[src/rtl/pll_drp_ctrl.sv]
// DRP read-modify-write sequencer for the fabric PLL: holds the PLL in reset while a
// stream of masked register updates is applied, then releases it and waits for lock.
module pll_drp_ctrl #(
   parameter int DRDY_TIMEOUT = 64,
   parameter int RST_HOLD     = 4,
   parameter int LOCK_TIMEOUT = 65535
) (
   input  logic        drp_dclk,
   input  logic        free_run_rstn,
   input  logic        req_valid,
   output logic        req_ready,
   input  logic [6:0]  req_daddr,
   input  logic [15:0] req_mask,
   input  logic [15:0] req_data,
   input  logic        req_last,
   output logic [6:0]  drp_daddr,
   output logic [15:0] drp_di,
   input  logic [15:0] drp_do,
   output logic        drp_den,
   output logic        drp_dwe,
   input  logic        drp_drdy,
   output logic        pll_rst,
   input  logic        locked,
   output logic        busy,
   output logic        done,
   output logic        err,
   output logic [1:0]  err_code
);

   typedef enum logic [3:0] {
      IDLE, HOLD, RD, RD_WAIT, WR, WR_WAIT, NEXT, RELEASE, LOCK_WAIT
   } state_t;

   localparam logic [1:0]  ERR_DRDY   = 2'd1;
   localparam logic [1:0]  ERR_LOCK   = 2'd2;
   localparam logic [15:0] HOLD_LOAD  = 16'(RST_HOLD - 1);
   localparam logic [15:0] DRDY_LIMIT = 16'(DRDY_TIMEOUT - 1);
   localparam logic [15:0] LOCK_LIMIT = 16'(LOCK_TIMEOUT - 1);

   state_t      state;
   logic [15:0] cnt;
   logic [15:0] mask_q;
   logic [15:0] data_q;
   logic        last_q;
   logic        take;

   assign take = req_valid && req_ready;

   // NOTE: entry payload registers carry no reset; they are only read after a handshake loads them.
   always_ff @(posedge drp_dclk) begin
      if (take) begin
         mask_q <= req_mask;
         data_q <= req_data;
         last_q <= req_last;
      end
   end

   // NOTE: all state and outputs use non-blocking assignments so every output is a clean register.
   always_ff @(posedge drp_dclk) begin
      if (!free_run_rstn) begin
         state     <= IDLE;
         cnt       <= '0;
         req_ready <= 1'b0;
         drp_daddr <= '0;
         drp_di    <= '0;
         drp_den   <= 1'b0;
         drp_dwe   <= 1'b0;
         pll_rst   <= 1'b0;
         busy      <= 1'b0;
         done      <= 1'b0;
         err       <= 1'b0;
         err_code  <= '0;
      end else begin
         drp_den <= 1'b0;
         drp_dwe <= 1'b0;
         done    <= 1'b0;
         case (state)
            IDLE: begin
               if (take) begin
                  drp_daddr <= req_daddr;
                  req_ready <= 1'b0;
                  err       <= 1'b0;
                  err_code  <= '0;
                  pll_rst   <= 1'b1;
                  busy      <= 1'b1;
                  cnt       <= HOLD_LOAD;
                  state     <= HOLD;
               end else begin
                  req_ready <= 1'b1;
               end
            end
            HOLD: begin
               if (cnt == 16'd0) begin
                  drp_den <= 1'b1;
                  state   <= RD;
               end else begin
                  cnt <= cnt - 16'd1;
               end
            end
            RD: begin
               cnt   <= 16'd1;
               state <= RD_WAIT;
            end
            WR: begin
               cnt   <= 16'd1;
               state <= WR_WAIT;
            end
            RD_WAIT, WR_WAIT: begin
               if (drp_drdy) begin
                  if (state == RD_WAIT) begin
                     drp_di  <= (drp_do & mask_q) | (data_q & ~mask_q);
                     drp_den <= 1'b1;
                     drp_dwe <= 1'b1;
                     state   <= WR;
                  end else if (last_q) begin
                     pll_rst <= 1'b0;
                     state   <= RELEASE;
                  end else begin
                     req_ready <= 1'b1;
                     state     <= NEXT;
                  end
               end else if (cnt == DRDY_LIMIT) begin
                  // Abandon the sequence; any entries still queued upstream stay unconsumed.
                  err       <= 1'b1;
                  err_code  <= ERR_DRDY;
                  pll_rst   <= 1'b0;
                  done      <= 1'b1;
                  busy      <= 1'b0;
                  req_ready <= 1'b1;
                  state     <= IDLE;
               end else begin
                  cnt <= cnt + 16'd1;
               end
            end
            NEXT: begin
               if (take) begin
                  drp_daddr <= req_daddr;
                  req_ready <= 1'b0;
                  drp_den   <= 1'b1;
                  state     <= RD;
               end
            end
            RELEASE: begin
               cnt   <= '0;
               state <= LOCK_WAIT;
            end
            LOCK_WAIT: begin
               // cnt == 0 marks the first cycle after release, where locked may still be stale.
               if (cnt != 16'd0 && locked) begin
                  done      <= 1'b1;
                  busy      <= 1'b0;
                  req_ready <= 1'b1;
                  state     <= IDLE;
               end else if (cnt == LOCK_LIMIT) begin
                  err       <= 1'b1;
                  err_code  <= ERR_LOCK;
                  done      <= 1'b1;
                  busy      <= 1'b0;
                  req_ready <= 1'b1;
                  state     <= IDLE;
               end else begin
                  cnt <= cnt + 16'd1;
               end
            end
            default: state <= IDLE;
         endcase
      end
   end

endmodule

[config.mk]
export PLATFORM = sky130hd
export DESIGN_NAME = pll_drp_ctrl
export DESIGN_NICKNAME = d
export VERILOG_FILES = /design/src/rtl/pll_drp_ctrl.sv
export SDC_FILE = /design/constraint.sdc
export NUM_CORES = 1
export LEC_CHECK = 0
export BUFFER_PORTS_ARGS = -buffer_cell sky130_fd_sc_hd__buf_2
export CORE_MARGIN = 3
export CORE_UTILIZATION = 49
export CTS_CLUSTER_SIZE = 10
export DETAILED_ROUTE_END_ITERATION = 8
export PLACE_DENSITY = 0.85
export SLEW_MARGIN = 20
export SYNTH_ARGS = -nofsm -noshare
export SYNTH_HDL_FRONTEND = slang
export SYNTH_SLANG_ARGS = --single-unit
[constraint.sdc]
create_clock -name drp_dclk -period 4 [get_ports drp_dclk]
set_clock_uncertainty 0.1 [all_clocks]
set_input_delay 0.2 -clock drp_dclk [delete_from_list [all_inputs] [get_ports drp_dclk]]
set_output_delay 0.2 -clock drp_dclk [all_outputs]
set_load 0.02 [all_outputs]
# Word-level counts from Yosys, hierarchy flattened
# Index checks and enable logic that the tools add are counted.
[classes]
bitwise = 4
n_eq_ne = 25
n_reduce_logical = 21
n_mux = 55
n_addsub = 2
[op_table]
columns = ["cell", "n"]
rows = [
  ["$mux 16", 6],
  ["$pmux 16 s6", 1],
  ["$and 16x16->16", 2],
  ["$pmux 4 s8", 1],
  ["$mux 4", 7],
  ["$mux 1", 27],
  ["$ne 2x2->1 const B", 10],
  ["$add 16x1->16 const B", 1],
  ["$eq 16x16->1 const B", 1],
  ["$eq 16x6->1 const B", 1],
  ["$eq 4x3->1 const B", 4],
  ["$logic_not 16->1", 1],
  ["$not 16->16", 1],
  ["$or 16x16->16", 1],
  ["$reduce_bool 16->1", 1],
  ["$sub 16x1->16 const B", 1],
  ["$ne 3x3->1 const B", 5],
  ["$reduce_and 5->1", 3],
  ["$mux 2", 6],
  ["$reduce_and 6->1", 2],
  ["$pmux 1 s3", 3],
  ["$eq 4x2->1 const B", 2],
  ["$reduce_and 7->1", 1],
  ["$pmux 2 s3", 1],
  ["13 further kinds", 18],
]
[totals]
ff_bits = 85
output_inout_bits = 32
in_bits = 61
elab_cells = 122

# Depth between registers and ports, before layout
[depth]
ltp_word = 4
mapped_depth = 14
ltp_nobuf = 10

# Worst setup path after synthesis
# Ideal clock, no wire load.
[synth_path]
kind = "reg-to-reg"
startpoint = "register state[1]"
endpoint = "register cnt[10]"
arrival_time_ns = 3.618
setup_time_ns = 0.074
period_less_slack_ns = 3.792
stages_incl_launch_ff = 14
n_path_buf = 4
setup_slack_ns = 0.208
t_required_ns = 3.826
path_cell_list = "dfxtp_1 -> clkbuf_1 -> or4b_1 -> clkbuf_1 -> o21ai_2 -> clkbuf_1 -> buf_1 -> xnor2_1 -> ha_1 -> a41oi_2 -> a2bb2oi_2 -> mux2_2 -> or4_1 -> a31oi_1"
[synth_via]
elab_chain_len = 4
word_cells_on_any_way = 19
classes_between = "13 x eq/ne; 1 x mux; 5 x reduce/logical"
[synth_rtl]
columns = ["item", "line_no", "text"]
rows = [
  ["start, declared", "40", "state_t state;"],
  ["start signal, assigned", "61", "state <= IDLE;"],
  ["start signal, assigned", "87", "state <= HOLD;"],
  ["start signal, assigned", "95", "state <= RD;"],
  ["$eq 4x3->1 / $eq 4x2->1 (equally long branches)", "77", "case (state)"],
  ["$reduce_or 2->1, on equally long branches", "--", ""],
  ["$reduce_bool 6->1 (no line) / $ne 2x2->1 (equally long branches)", "--", ""],
  ["$reduce_and 7->1 (no line)", "--", ""],
  ["end signal, assigned", "97", "cnt <= cnt - 16'd1;"],
  ["end signal, assigned", "132", "cnt <= cnt + 16'd1;"],
  ["end signal, assigned", "162", "cnt <= cnt + 16'd1;"],
  ["end, declared", "41", "logic [15:0] cnt;"],
]
# Parallel ways exist; a longest one is shown, timed or not.
# A chain may end at the register's enable or synchronous reset.

# Worst setup path in the final report
[layout_path]
startpoint = "register state[2]"
endpoint = "register cnt[10]"
# Same word-level chain as after synthesis.

==> flow_summary.json <==
{
  "drc_errors": 0,
  "rsz0062_at_grt": "false",
  "r2r_start": "state[2]",
  "status": "finished, final reports clean",
  "die_w_um": 98.5,
  "ys_ff_latch": 85,
  "start_util": 0.508,
  "vias": 4215,
  "drive_gt1_frac": 0.233,
  "period_minus_slack_ps": 3500,
  "place_area_mm2": 0.00472,
  "syn-num-nets": 501,
  "netlist_instances": 438,
  "synth_flop_cell": "dfxtp_1",
  "startpoint": "state[2]",
  "crit_fanout": 19,
  "syn-cell-area_mm2": 0.00419,
  "synth_largest_area_cell": "dfxtp_1",
  "synth_most_common_cell": "nor2_1",
  "finalSetupTns_ps": 0,
  "cp_cell_sequence": "or4b_1 > o21ai_2 > xnor2_1 > ha_1 > a41oi_2 > a2bb2oi_2 > mux2_2 > or4_1 > a31oi_1",
  "rrSetupSlack_ps": 500,
  "crit_end": "cnt[10]",
  "core-area_mm2": 0.00826,
  "power.density_mw_per_mm2": 680,
  "die_y_um": 98.5,
  "finalSetupViolCount": 0,
  "drt_iter0_drc": 522,
  "ys_top_cells_by_area": "dfxtp_1 (25%), edfxtp_1 (24%), mux2i_1 (6.9%)",
  "async_reset_ff_frac": 0,
  "cts_tree": "done",
  "max_freq_ghz": 0.286,
  "final_nets": 621,
  "grt_use_total": 0.254,
  "rr_endpoint": "cnt[10]",
  "vdd_drop_max_mv": 0.399,
  "worst_pin_slew_ps": 878,
  "worstPathRequired_ps": 4180,
  "path_class": "flip-flop to flip-flop",
  "hold_class": "input pin to flip-flop",
  "die-area_mm2": 0.00971,
  "via_per_inst": 6.31,
  "grt_pass1_wl_mm": 20.1,
  "root_buffer": "clkbuf_8",
  "clk_pin_slew_worst_paths_ps": 100,
  "total_power_w": 0.00364,
  "crit_cells": 9,
  "synth_area_per_cell_um2": 9.58,
  "slew_viol_final": 0,
  "synth_common_cells": "nor2_1 (54), dfxtp_1 (52), a21oi_1 (33), edfxtp_1 (33), mux2i_1 (29)",
  "cts_made_buffers": 9,
  "synth_edf_count": 33,
  "grt-ovfl-total": 0,
  "io_buffers": 92,
  "ant_nets": 0,
  "cts.repair.resized": 0,
  "rr_worst_depth": 9,
  "cpPeakStageDelay_ps": 690,
  "grt_pass1_vias": 4043,
  "worstSetupEndpointType": "flip-flop",
  "area.growth.synth_to_final_pct": 27.6,
  "relSlewSlack": 0.414,
  "n_antenna_cell": 0,
  "rows": 33,
  "finalCritPeriodShare": 0.876,
  "start_kind": "flip-flop",
  "antenna_found_initial": 0,
  "clk_latency_ps": 360,
  "crit_family": "simple AND/OR/NAND/NOR gates",
  "grt_max_degree": 35,
  "wl_per_cell_um": 18.7,
  "cp_num_buf_inv": 0,
  "h-tree-depth": 3,
  "yosysTopAreaCellShare": 0.248,
  "gp_congestion": 0.963,
  "drt_wl_total_mm": 12.5,
  "worstPathArrival_ps": 3680,
  "clock-sinks": 85,
  "cap_viol_max_count": 0,
  "hpwlAfterDp_mm": 7.51,
  "finalHoldViolCount": 0,
  "clk_path_buf_depth": 2,
  "fin_area_mm2": 0.00535,
  "yosys_warnings": 0,
  "ios": 93,
  "yosysUniqueCellTypes": 63,
  "ys_seq_area_frac": 0.484,
  "p_leak_nw": 2.19,
  "crit_path_top_delay_cell": "or4b_1",
  "first_pass_iters": 6
}
## power breakdown
part	total [W]	internal, W	switching, W
combinational	0.00170	0.000689	0.00101
sequential	0.00122	0.00106	0.000156
clock	0.000720	0.000364	0.000356
total	0.00364	0.00212	0.00152
## kinds of logic (layout without fill, tap and decap cells)
family / Yosys count / after routing / share of synthesized area
fa+ha+maj: 2 / 2 / 0.00597
flops: 85 / 85 / 0.484
xor+xnor: 4 / 4 / 0.00835
simple gates: 153 / 153 / 0.184
compound gates: 122 / 122 / 0.204
buf+inv: 42 / 167 / 0.0418
mux: 30 / 30 / 0.0719
## how the worst min path moves through the flow
stage | start | end | slack [ps] | depth (start not counted)
2_1_floorplan | req_data[0] | data_q[0] | 200 | 0
3_3_place_gp | req_mask[3] | mask_q[3] | 280 | 1
3_5_place_dp | req_data[6] | data_q[6] | 280 | 1
4_1_cts | free_run_rstn | req_ready | 20 | 3
5_1_grt | free_run_rstn | req_ready | 30 | 3
6_report | free_run_rstn | req_ready | 40 | 3
## through the flow
step / std cells / setup WS [ps] / util / hold WS, ps
after floorplan: 438 / 208 / - / 199
after global placement: 612 / 655 / 0.572 / 277
after detailed placement: 612 / 572 / 0.572 / 278
after CTS: 668 / 504 / 0.648 / 23.0
after global routing: 668 / 272 / 0.648 / 33.0
final: 668 / 498 / 0.648 / 43.9
## tightest hold or removal path, delay by kind of cell
kind                   cells  cell delay (ps)
buffers and inverters      1              160
AND/OR/NAND/NOR            2              120
## layout by cell type, fill, tap and decap left out, drive strengths merged, types with 3 or more instances in the layout
cell type / count
nor3: 11
o22ai: 4
clkbuf: 9
nand3: 17
a21oi: 33
or4b: 3
dlygate4sd3: 40
a211oi: 22
xnor2: 3
a31oi: 3
or3: 4
or4: 6
dfxtp: 52
o21ai: 22
and3: 3
mux2i: 29
nor4: 6
a2111oi: 4
buf: 102
edfxtp: 33
inv: 12
o41ai: 3
nand2b: 4
nand4: 6
a311oi: 5
or2: 3
nand2: 26
nor2: 54
## final cells by class
cell class / count / area, um2
Fill cell: 578 / 2910
Sequential cell: 85 / 2030
Multi-Input combinational cell: 311 / 1990
Timing Repair Buffer: 142 / 936
Tap cell: 105 / 131
Clock buffer: 9 / 124
Clock inverter: 7 / 104
Inverter: 9 / 33.8
## flip-flops by register name, summed over array words and instances (netlist names), 2 cells and up
signal	flops
data_q	16
mask_q	16
drp_daddr	7
state	4
drp_di	16
cnt	16
err_code	2
## per-layer routing
layer	share of wire	wire [um]	GRT usage
met1	0.39	4940	0.330
met2	0.46	5820	0.405
met3	0.11	1430	0.0715
met4	0.027	335	0.0977
met5	0	0	0
## what timing repair did
item | in CTS | in global routing
buffers inserted | 0 | 0
hold endpoints to repair | 40 | 0
hold buffers | 40 | 0
setup endpoints to repair | 0 | 0
Power figures use the tool's default switching activity.
